**src/rtl/alu_ctrl_decoder.sv**
```systemverilog
// RV32I decode stage: turns instruction words into ALU control, operand selects and immediate.
// Valid/ready on both sides, one-cycle latency, optional one-entry skid buffer.
module alu_ctrl_decoder #(
  parameter int XLEN = 32,
  parameter int SKID = 1
) (
  input  logic            clk,
  input  logic            rst,
  input  logic            FLUSH_i,
  input  logic            IN_VALID_i,
  output logic            IN_READY_o,
  input  logic [31:0]     INSTR_i,
  input  logic [XLEN-1:0] PC_i,
  output logic            OUT_VALID_o,
  input  logic            OUT_READY_i,
  output logic [3:0]      ALU_OP_o,
  output logic [1:0]      SRC_A_SEL_o,
  output logic            SRC_B_SEL_o,
  output logic [XLEN-1:0] IMM_o,
  output logic            IS_BRANCH_o,
  output logic            BR_INV_o,
  output logic            ILLEGAL_o,
  output logic [XLEN-1:0] PC_o
);

  localparam logic [3:0] OP_AND  = 4'b0000;
  localparam logic [3:0] OP_OR   = 4'b0001;
  localparam logic [3:0] OP_SUM  = 4'b0010;
  localparam logic [3:0] OP_SLL  = 4'b0100;
  localparam logic [3:0] OP_SRL  = 4'b0101;
  localparam logic [3:0] OP_SRA  = 4'b0111;
  localparam logic [3:0] OP_XOR  = 4'b1000;
  localparam logic [3:0] OP_SUB  = 4'b1010;
  localparam logic [3:0] OP_GE   = 4'b1100;
  localparam logic [3:0] OP_GEU  = 4'b1101;
  localparam logic [3:0] OP_SLT  = 4'b1110;
  localparam logic [3:0] OP_SLTU = 4'b1111;

  localparam logic [1:0] SEL_RS1  = 2'b00;
  localparam logic [1:0] SEL_PC   = 2'b01;
  localparam logic [1:0] SEL_ZERO = 2'b10;

  localparam logic [6:0] F7_ALT = 7'b0100000;

  typedef struct packed {
    logic [3:0]      op;
    logic [1:0]      a_sel;
    logic            b_sel;
    logic [XLEN-1:0] imm;
    logic            is_branch;
    logic            br_inv;
    logic            illegal;
  } dec_t;

  function automatic logic [3:0] f3_op(input logic [2:0] f3);
    case (f3)
      3'b000:  return OP_SUM;
      3'b001:  return OP_SLL;
      3'b010:  return OP_SLT;
      3'b011:  return OP_SLTU;
      3'b100:  return OP_XOR;
      3'b101:  return OP_SRL;
      3'b110:  return OP_OR;
      default: return OP_AND;
    endcase
  endfunction

  function automatic logic [XLEN-1:0] sext(input logic [31:0] v);
    return XLEN'($signed(v));
  endfunction

  logic [6:0]  opcode;
  logic [2:0]  f3;
  logic [6:0]  f7;
  logic [31:0] imm_i, imm_s, imm_b, imm_u, imm_j, imm_sh;

  assign opcode = INSTR_i[6:0];
  assign f3     = INSTR_i[14:12];
  assign f7     = INSTR_i[31:25];
  assign imm_i  = {{20{INSTR_i[31]}}, INSTR_i[31:20]};
  assign imm_s  = {{20{INSTR_i[31]}}, INSTR_i[31:25], INSTR_i[11:7]};
  assign imm_b  = {{20{INSTR_i[31]}}, INSTR_i[7], INSTR_i[30:25], INSTR_i[11:8], 1'b0};
  assign imm_u  = {INSTR_i[31:12], 12'b0};
  assign imm_j  = {{12{INSTR_i[31]}}, INSTR_i[19:12], INSTR_i[20], INSTR_i[30:21], 1'b0};
  assign imm_sh = {27'b0, INSTR_i[24:20]};

  dec_t dec;
  logic legal;

  // Any encoding found unsupported collapses to the same canonical illegal entry.
  always_comb begin
    dec      = '0;
    dec.op   = OP_SUM;
    legal    = 1'b1;
    case (opcode)
      7'b0110011: begin
        if (f7 == 7'b0)                      dec.op = f3_op(f3);
        else if (f7 == F7_ALT && f3 == 3'b000) dec.op = OP_SUB;
        else if (f7 == F7_ALT && f3 == 3'b101) dec.op = OP_SRA;
        else                                 legal = 1'b0;
      end
      7'b0010011: begin
        dec.op    = f3_op(f3);
        dec.b_sel = 1'b1;
        dec.imm   = sext(imm_i);
        if (f3 == 3'b001) begin
          dec.imm = sext(imm_sh);
          if (f7 != 7'b0) legal = 1'b0;
        end else if (f3 == 3'b101) begin
          dec.imm = sext(imm_sh);
          if (f7 == F7_ALT)     dec.op = OP_SRA;
          else if (f7 != 7'b0)  legal  = 1'b0;
        end
      end
      7'b1100011: begin
        dec.is_branch = 1'b1;
        dec.imm       = sext(imm_b);
        dec.br_inv    = 1'b1;
        case (f3)
          3'b000: begin dec.op = OP_SUB; dec.br_inv = 1'b0; end
          3'b001: dec.op = OP_SUB;
          3'b100: dec.op = OP_SLT;
          3'b101: dec.op = OP_GE;
          3'b110: dec.op = OP_SLTU;
          3'b111: dec.op = OP_GEU;
          default: legal = 1'b0;
        endcase
      end
      7'b0000011, 7'b1100111: begin
        dec.b_sel = 1'b1;
        dec.imm   = sext(imm_i);
      end
      7'b0100011: begin
        dec.b_sel = 1'b1;
        dec.imm   = sext(imm_s);
      end
      7'b1101111: begin
        dec.a_sel = SEL_PC;
        dec.b_sel = 1'b1;
        dec.imm   = sext(imm_j);
      end
      7'b0010111: begin
        dec.a_sel = SEL_PC;
        dec.b_sel = 1'b1;
        dec.imm   = sext(imm_u);
      end
      7'b0110111: begin
        dec.a_sel = SEL_ZERO;
        dec.b_sel = 1'b1;
        dec.imm   = sext(imm_u);
      end
      default: legal = 1'b0;
    endcase
    if (!legal) begin
      dec         = '0;
      dec.op      = OP_SUM;
      dec.illegal = 1'b1;
    end
  end

  // Handshake: a word transfers on any edge where valid & ready are both high;
  // valid never waits on ready, and a held output stays stable until consumed.
  dec_t            out_d, skid_d;
  logic [XLEN-1:0] out_pc, skid_pc;
  logic            out_valid, skid_valid;
  logic            accept;

  assign IN_READY_o = (SKID != 0) ? ~skid_valid : (OUT_READY_i | ~out_valid);
  assign accept     = IN_VALID_i & IN_READY_o;

  always_ff @(posedge clk) begin
    if (rst || FLUSH_i) begin
      out_valid  <= 1'b0;
      skid_valid <= 1'b0;
      out_d      <= '0;
      skid_d     <= '0;
      out_pc     <= '0;
      skid_pc    <= '0;
    end else if (out_valid && !OUT_READY_i) begin
      if (accept) begin
        skid_valid <= 1'b1;
        skid_d     <= dec;
        skid_pc    <= PC_i;
      end
    end else if (skid_valid) begin
      out_valid  <= 1'b1;
      out_d      <= skid_d;
      out_pc     <= skid_pc;
      skid_valid <= 1'b0;
    end else begin
      out_valid <= accept;
      if (accept) begin
        out_d  <= dec;
        out_pc <= PC_i;
      end
    end
  end

  assign OUT_VALID_o = out_valid;
  assign ALU_OP_o    = out_d.op;
  assign SRC_A_SEL_o = out_d.a_sel;
  assign SRC_B_SEL_o = out_d.b_sel;
  assign IMM_o       = out_d.imm;
  assign IS_BRANCH_o = out_d.is_branch;
  assign BR_INV_o    = out_d.br_inv;
  assign ILLEGAL_o   = out_d.illegal;
  assign PC_o        = out_pc;

endmodule

```
**config.mk**
```make
export PLATFORM = sky130hd
export DESIGN_NAME = alu_ctrl_decoder
export DESIGN_NICKNAME = d
export VERILOG_FILES = /design/src/rtl/alu_ctrl_decoder.sv
export SDC_FILE = /design/constraint.sdc
export NUM_CORES = 1
export LEC_CHECK = 0
export BUFFER_PORTS_ARGS = -buffer_cell sky130_fd_sc_hd__buf_2
export CAP_MARGIN = 30
export CORE_UTILIZATION = 49
export DETAILED_ROUTE_END_ITERATION = 8
export PLACE_DENSITY = 0.78
export SLEW_MARGIN = 15
export SYNTH_ARGS = -nofsm -noshare
export SYNTH_HDL_FRONTEND = slang
export SYNTH_SLANG_ARGS = --single-unit
```
**constraint.sdc**
```tcl
create_clock -name clk -period 5.7 [get_ports clk]
set_input_delay 0.855 -clock clk [delete_from_list [all_inputs] [get_ports clk]]
set_output_delay 0.855 -clock clk [all_outputs]
set_load 0.02 [all_outputs]
```
==> results of run 1 <==
==> logic make-up (layout without fill, tap and decap cells) <==
logic type	after synthesis	count (layout)	share of synthesized area, %
muxes	32	32	4.77
xor gates and xnor gates	1	1	0.130
DFF	150	150	44.7
buffers and inverters	78	192	4.90
and+or+nand+nor	239	239	16.8
AOI/OAI and AO/OA	294	294	28.7
==> power by group through the flow <==
stage               Clock [W]  Combinational, W  Sequential, W
finish                0.00104          0.000228        0.00108
global route          0.00110          0.000249        0.00108
CTS                   0.00106          0.000223        0.00108
detailed placement          0          0.000222        0.00111
global placement            0          0.000220        0.00111
floorplan                   0          0.000117        0.00113
==> metrics by stage <==
stage | total power [W] | setup slack (ns)
4_1_cts | 0.00236 | 2.74
3_3_place_gp | 0.00133 | 2.32
5_1_grt | 0.00244 | 2.52
3_5_place_dp | 0.00133 | 2.27
6_report | 0.00236 | 2.73
2_1_floorplan | 0.00125 | 3.12
==> final timing paths <==
check	to	slack, ns	cells after the start	from
hold reg to reg	skid_d[26]	0.45	2	skid_d[26]
setup reg to reg	skid_d[13]	2.73	7	skid_valid
setup / recovery	skid_d[13]	2.73	7	skid_valid
hold / removal	skid_d[26]	0.45	2	skid_d[26]
==> placed cells by master, fill, tap and decap left out, types with 3 or more instances in the layout <==
master,count
buf_4,8
and3_1,10
inv_1,3
nor2b_1,4
clkbuf_16,17
o31ai_1,3
mux2i_1,32
a21oi_1,99
o211ai_1,6
dfxtp_1,149
a22oi_1,4
and3b_1,3
a211oi_1,36
a22o_1,13
a21o_1,9
nor3_1,8
buf_16,3
clkbuf_8,3
nor2_1,62
buf_2,144
nand3_2,10
nand2b_1,3
a32oi_1,8
a32o_1,16
o31a_1,5
a21oi_2,11
and2_1,8
nand3_1,19
a31oi_1,5
o21ai_1,7
nand2_1,94
clkbuf_1,4
o21ai_0,56
or3_1,3
clkinv_2,4
==> metal layers <==
metal,part of all wire [%],routed length [microns]
met2,47,8070
met5,0,0
met3,6.7,1150
met4,1.4,245
met1,45,7830
==> cell type report <==
type                            count  area, sq um  share of cell area (%)
Sequential cell                   150         3010                    37.2
Inverter                            4         15.0                   0.186
Clock inverter                      8         75.1                   0.928
Tap cell                          176          220                    2.72
Clock buffer                       24          482                    5.96
Multi-Input combinational cell    566         3410                    42.1
Timing Repair Buffer              156          883                    10.9
==> worst min-delay path, stage by stage (launching register included) <==
cell     delay [ns]
dfxtp_1        0.31
nand2_1        0.05
o21ai_1        0.05
==> registers in the layout, indices dropped and copies added, names as in the netlist <==
register,count
skid_d,42
IMM_o,32
PC_o,32
skid_pc,32
ALU_OP_o,4
SRC_A_SEL_o,2
BR_INV_o,1
ILLEGAL_o,1
IS_BRANCH_o,1
OUT_VALID_o,1
SRC_B_SEL_o,1
skid_valid,1
==> metrics.cfg, run 1 <==
[synthesis]
syn_avg_cell_area_sq_um=8.46
netlist_instances=794
synth-edff-count=0
ys_ff_latch=150
synthArstFlopShare_pct=0
syn_nets=863
netlist_top_cells_area=dfxtp_1, a21oi_1, nand2_1, mux2i_1, o21ai_0
synthTopCellsByCount=dfxtp_1, a21oi_1, nand2_1
synth.distinct_cells=56
synth_ff_type=dfxtp_1
yosys_warnings=0
synth_top_cell_by_area=dfxtp_1
synthMostInstantiatedCell=dfxtp_1
syn_area_sq_um=6720
synth_top_cell_area_share_pct=44.7
yosysSeqAreaShare_pct=44.7

[setup_path]
critPathMaxStageDelay_ns=0.58
cp_max_fo=55
cp.arrival_ns=3.34
path_class=reg2reg
cp-start-kind=flop
critPathRequiredTime_ns=6.07
worst-path-buf-inv=2
cp_slowest_cell=a31oi_4
crit_chain=buf_16 -> clkinv_1 -> and3_1 -> nand2_1 -> a31oi_4 -> and2_1 -> a22o_1
cp-end-kind=flop
cp_top_family=simple AND/OR/NAND/NOR gates

[die]
rows=42
core-area_sq_um=13300
ios=145
chipHeight_microns=119
die_w_microns=119
dieArea_sq_um=14200
start_util_pct=50.5

[grt]
grt.total_usage_pct=24.4
overflow=0
antenna_found_initial=0
grt_pass1_vias=5541
grt_pass1_wl_microns=27600
grt_start_max_net_pins=77
met2_usage_pct=38.2
grtUsageMet1_pct=32.6
top_usage_layer=met2
met3_usage_pct=5.89

[place]
globalplace.congestion=0.941
dp_hpwl_microns=11200
postPlaceCellArea_sq_um=7480
io_buffers=144
placed_cells_incl_taps=1050

[clocking]
path_clk_slew_ns=0.06
htreeDepth=4
clk_path_buf_depth=2
clk_latency_ns=0.42
root_buffer=clkbuf_16
cts_buffers=17
clock_sinks=150
tritoncts=yes
post_cts_resize_count=0
holdBufCountCts=0
post_cts_buffers=0

[timing]
final.setup.tns_ns=0
slew_violations=0
hold_viol_final=0
clock_skew_ns=0.00876
finalSetupViolCount=0
timing.hold.ws_ns=0.449
post-route-min-period_ns=2.97
slew_headroom_pct=47.3
max_freq_ghz=0.337
worstMarginPinSlew_ns=0.790
rsz0062_at_grt=false
post-route-period-util_pct=52.1

[drt]
vias_per_cell=5.72
first_pass_iters=5
wl_microns=17300
ant_nets=0
drc=0
drtIter0Drc=428
vias=6196
wl_per_cell_microns=16.0

[cells_and_area]
nets=964
layout.cells.non_filler=1084
drive_above_1_share_pct=23.7
syn2layout_area_growth_pct=20.4
fin_util_pct=60.8
fill_cells=1167
diodes=0
final_area_sq_um=8090

[pwr]
switching_share_pct=24.4
power.switching_w=0.000574
p_leak_nw=3.12
powerDensity_nw_per_um2=291
clockPowerShare_pct=44.4
ir_drop_mv=0.208
p_int_w=0.00178
power_frac_comb_pct=9.7
power_frac_seq_pct=46.0

[run_status]
outcome=finished, final reports clean

[min_path]
hold_class=reg2reg

[job]
maxCapViolCount=0

Power figures use the tool's default switching activity.
==> inputs of run 2 (changes only) <==
--- a/config.mk
+++ b/config.mk
@@ -9,7 +9,7 @@
 export CAP_MARGIN = 30
 export CORE_UTILIZATION = 49
 export DETAILED_ROUTE_END_ITERATION = 8
-export PLACE_DENSITY = 0.78
+export PLACE_DENSITY = 0.81
 export SLEW_MARGIN = 15
 export SYNTH_ARGS = -nofsm -noshare
 export SYNTH_HDL_FRONTEND = slang
==> constraint.sdc (replaced) <==
create_clock -name clk -period 2.56 [get_ports clk]
set_input_delay 0.384 -clock clk [delete_from_list [all_inputs] [get_ports clk]]
set_output_delay 0.384 -clock clk [all_outputs]
set_load 0.02 [all_outputs]
==> run 2 against run 1 <==
Combinational power is 130% higher. Total power up 130%. Clock-buffer cell count decreased by 7. Core utilization up 1.0 points. Highest routed layer unchanged. Largest power group is now clock. Non-clock buffer count grew 18. Critical path depth is the same. Register-to-register slack lost 2.4 ns. Clock power rose by 130%.
==> metrics.cfg, run 2 (synthesis gave the netlist of run 1 again) <==
[pwr]
ir_drop_mv=0.479
p_int_w=0.00386
p_leak_nw=3.20
power_frac_seq_pct=44.9
finalPower_w=0.00536
powerDensity_nw_per_um2=652
power.switching_w=0.00150
power_frac_comb_pct=9.7
switching_share_pct=27.9
clockPowerShare_pct=45.4

[cells_and_area]
largest_register_ffs=42
diodes=0
drive_above_1_share_pct=25.6
final_area_sq_um=8220
register_area_sq_um=3010
nets=982
final_cell_mix=dfxtp_1, buf_2, a21oi_1
multi_input_area_sq_um=3410
regMostFlops=skid_d
layout.cells.non_filler=1102
fill_cells=1134
syn2layout_area_growth_pct=22.4
layout_commonest_cell=dfxtp_1

[min_path]
holdPathStages=3
hold_class=in2reg

[clocking]
cts_buffers=17
tritoncts=yes
clock_sinks=150
post_cts_resize_count=0
root_buffer=clkbuf_16
clk_latency_ns=0.43
path_clk_slew_ns=0.07
holdBufCountCts=0
htreeDepth=4
post_cts_buffers=0
clk_path_buf_depth=2

[setup_path]
cp-end-kind=flop
reg2reg_depth=7
cp-start-kind=flop
cp_max_fo=42
critPathMaxStageDelay_ns=0.41
critPathRequiredTime_ns=2.93
crit_chain=nor2b_1 -> and3_1 -> buf_4 -> nand2_1 -> a31oi_4 -> and2_1 -> a22o_1
cp_slowest_cell=buf_4
path_class=reg2reg
cp.arrival_ns=2.60

[drt]
met3_wirelength_microns=1310
wl_microns=18100
vias=6365
drtIter0Drc=501
wl_per_cell_microns=16.4
drt-met1-wl_microns=7870
highest_layer=met4
routed-wl-met2_microns=8490
drc=0
ant_nets=0
first_pass_iters=5
vias_per_cell=5.78

[place]
dp_hpwl_microns=11800
io_buffers=144
globalplace.congestion=0.921
pre_cts_ws_ns=0.164
postPlaceCellArea_sq_um=7640
placed_cells_incl_taps=1070

[grt]
grt_start_max_net_pins=76
antenna_found_initial=0
grt.total_usage_pct=25.9
grt_pass1_wl_microns=29400
overflow=0
grt_pass1_vias=5878

[die]
rows=42
die_w_microns=119
start_util_pct=50.5
chipHeight_microns=119
dieArea_sq_um=14200
core-area_sq_um=13300
ios=145

[timing]
slew_violations=0
post-route-min-period_ns=2.24
finalSetupViolCount=0
final.setup.tns_ns=0
final.setup.worst_slack_ns=0.323
post-route-period-util_pct=87.4
worstMarginPinSlew_ns=0.763
max_freq_ghz=0.447
slew_headroom_pct=49.1
clock_skew_ns=0.0112
hold_viol_final=0
rsz0062_at_grt=false

[run_status]
outcome=finished, final reports clean

[job]
maxCapViolCount=0

-- run 2: cell count changes in the layout (fill, tap and decap cells not counted), moves of 2 or more --
cell | before | now
buf_4 | 8 | 26
clkbuf_1 | 4 | 0
inv_8 | 0 | 6
clkinv_2 | 4 | 0
clkinv_8 | 0 | 2
clkbuf_8 | 3 | 0
buf_16 | 3 | 0
buf_12 | 1 | 3
inv_6 | 0 | 2
-- run 2: metrics by stage --
| step | util [%] | hold slack (ns) |
|---|---|---|
| after detailed placement | 57.5 | 0.441 |
| after CTS | 61.8 | 0.182 |
| after global routing | 61.8 | 0.187 |
| after floorplan | - | 0.425 |
| after global placement | 57.3 | 0.434 |
| final | 61.8 | 0.192 |
-- run 2: power groups by stage --
stage	Combinational (W)	Sequential (W)	Clock, W
6_report	0.000523	0.00241	0.00243
4_1_cts	0.000519	0.00241	0.00246
3_5_place_dp	0.000516	0.00246	0
5_1_grt	0.000570	0.00241	0.00258
3_3_place_gp	0.000507	0.00246	0
2_1_floorplan	0.000260	0.00251	0
-- run 2: final timing paths --
kind               startpoint     endpoint  slack [ns]
hold / removal       PC_i[16]  skid_pc[16]        0.19
setup reg to reg  OUT_VALID_o   skid_d[11]        0.32
hold reg to reg    skid_d[24]   skid_d[24]        0.45
setup / recovery  OUT_VALID_o   skid_d[11]        0.32
-- run 2: routing by layer --
metal	global-route usage, %	vias up
met5	0	-
met4	9.97	0
met3	5.27	29
met2	41.5	254
met1	34.2	2959
li1	-	3123
-- run 2: layout make-up --
cell class / count / share of cell area (%)
Multi-Input combinational cell: 566 / 41.4
Clock inverter: 15 / 1.90
Sequential cell: 150 / 36.6
Timing Repair Buffer: 174 / 12.1
Clock buffer: 17 / 5.18
Inverter: 4 / 0.183
Tap cell: 176 / 2.68
-- run 2: critical path: cells and delay by family, from the launching register on --
kind | cells | cell delay (ns)
AND/OR/NAND/NOR | 4 | 0.94
AO/OA/AOI/OAI | 2 | 0.44
buffers and inverters | 1 | 0.41
flip-flops | 1 | 0.35
==> inputs of run 3 (changes only) <==
==> constraint.sdc (replaced) <==
create_clock -name clk -period 2.56 [get_ports clk]
set_input_delay 0.512 -clock clk [delete_from_list [all_inputs] [get_ports clk]]
set_output_delay 0.512 -clock clk [all_outputs]
set_load 0.02 [all_outputs]
==> run 3 against run 2 <==
Maximum frequency grew 5.5%. Sequential power is essentially flat. Die area is the same. Core utilization grew 0.37 points. Via count grew 0.31%. Combinational power grew 1%. Cell area grew 0.59%. Clock power grew 6%.
==> metrics.cfg, run 3 (synthesis gave the netlist of run 1 again) <==
[run_status]
outcome=finished, final reports clean

[timing]
final.setup.tns_ns=0
slew_headroom_pct=47.5
post-route-min-period_ns=2.12
slew_violations=0
post-route-period-util_pct=82.8
rsz0062_at_grt=false
final.setup.worst_slack_ns=0.441
hold_viol_final=0
clock_skew_ns=0.0160
worstMarginPinSlew_ns=0.787
finalSetupViolCount=0
max_freq_ghz=0.472

[drt]
highest_layer=met4
routed-wl-met2_microns=8260
vias_per_cell=5.79
drt-met1-wl_microns=8240
first_pass_iters=5
drc=0
ant_nets=0
wl_microns=17900
wl_per_cell_microns=16.2
vias=6385
drtIter0Drc=497
met3_wirelength_microns=1100

[pwr]
p_leak_nw=3.23
powerDensity_nw_per_um2=667
finalPower_w=0.00552
ir_drop_mv=0.455

[clocking]
post_cts_buffers=0
clock_sinks=150
holdBufCountCts=0
path_clk_slew_ns=0.07
post_cts_resize_count=0
htreeDepth=4
clk_path_buf_depth=2
clk_latency_ns=0.43
tritoncts=yes
cts_buffers=17
root_buffer=clkbuf_16

[setup_path]
crit_chain=buf_2 -> nor4_1 -> nand2_1 -> a311o_4 -> a31oi_4 -> buf_4 -> a32oi_1 -> a21oi_1
cp-end-kind=flop
cp-start-kind=input pin
critPathMaxStageDelay_ns=0.48
worst-path-buf-inv=2
cp.arrival_ns=2.48
critPathRequiredTime_ns=2.92
cp_slowest_cell=nor4_1
path_class=in2reg
cp_top_family=compound AO/OA/AOI/OAI gates
cp_max_fo=13

[grt]
grt_pass1_wl_microns=29000
grt_start_max_net_pins=78
grt.total_usage_pct=25.6
overflow=0
antenna_found_initial=0
grt_pass1_vias=5724

[job]
maxCapViolCount=0

[place]
io_buffers=144
globalplace.congestion=0.937
dp_hpwl_microns=11600
pre_cts_ws_ns=0.0977

[cells_and_area]
fin_util_pct=62.2
largest_register_ffs=42
drive_above_1_share_pct=25.6
final_cell_mix=dfxtp_1, buf_2, a21oi_1
syn2layout_area_growth_pct=23.1
layout_commonest_cell=dfxtp_1
fill_cells=1136
nets=983
diodes=0
regMostFlops=skid_d

[die]
core-area_sq_um=13300
start_util_pct=50.5
ios=145
die_w_microns=119
chipHeight_microns=119
rows=42
dieArea_sq_um=14200

[min_path]
hold_class=in2reg

run 3: cell types whose count changed in the layout (fill, tap and decap cells not counted), moves of 2 or more:
cell / previous run / this run
buf_12: 3 / 5
bufinv_16: 0 / 3
clkinv_2: 0 / 5
clkinv_8: 2 / 0
clkbuf_8: 0 / 2
clkinv_4: 2 / 0
inv_8: 6 / 0
run 3: cell type report:
type                            instances  area (sq um)  share of cell area [%]
Inverter                                4          15.0                   0.182
Multi-Input combinational cell        566          3410                    41.2
Tap cell                              176           220                    2.66
Clock inverter                         12           149                    1.80
Sequential cell                       150          3010                    36.4
Timing Repair Buffer                  175          1020                    12.3
Clock buffer                           20           457                    5.52
run 3: metrics by stage:
| step | instance area (sq um) | hold slack (ns) | instances |
|---|---|---|---|
| 4_1_cts | 8250 | 0.320 | 1102 |
| 2_1_floorplan | 6720 | 0.425 | 794 |
| 3_3_place_gp | 7640 | 0.435 | 1070 |
| 5_1_grt | 8270 | 0.329 | 1103 |
| 3_5_place_dp | 7640 | 0.439 | 1070 |
| 6_report | 8270 | 0.332 | 1103 |
run 3: path summary, 6_finish.rpt:
check	start	end	slack, ns	depth (start not counted)
min reg2reg	skid_d[25]	skid_d[25]	0.45	2
min	PC_i[29]	skid_pc[29]	0.33	3
max	INSTR_i[25]	IMM_o[10]	0.44	8
max reg2reg	OUT_VALID_o	skid_d[12]	0.54	7
run 3: routing by layer:
layer  GRT usage (%)  vias to the layer above
li1                -                     3124
met1            35.3                     2992
met2            39.6                      243
met3            5.03                       26
met4            9.41                        0
met5               0                        -
run 3: worst register-to-register path: cells and delay by family, from the launching register on:
family	cells	cell delay, ns
simple gates	4	1.02
compound gates	2	0.41
buf+inv	1	0.19
flops	1	0.35
run 3: where the power goes:
part	switching (W)	internal (W)	leakage, nW
Sequential	0.0000239	0.00238	1.22
Clock	0.000993	0.00159	0.301
Combinational	0.000346	0.000185	1.71
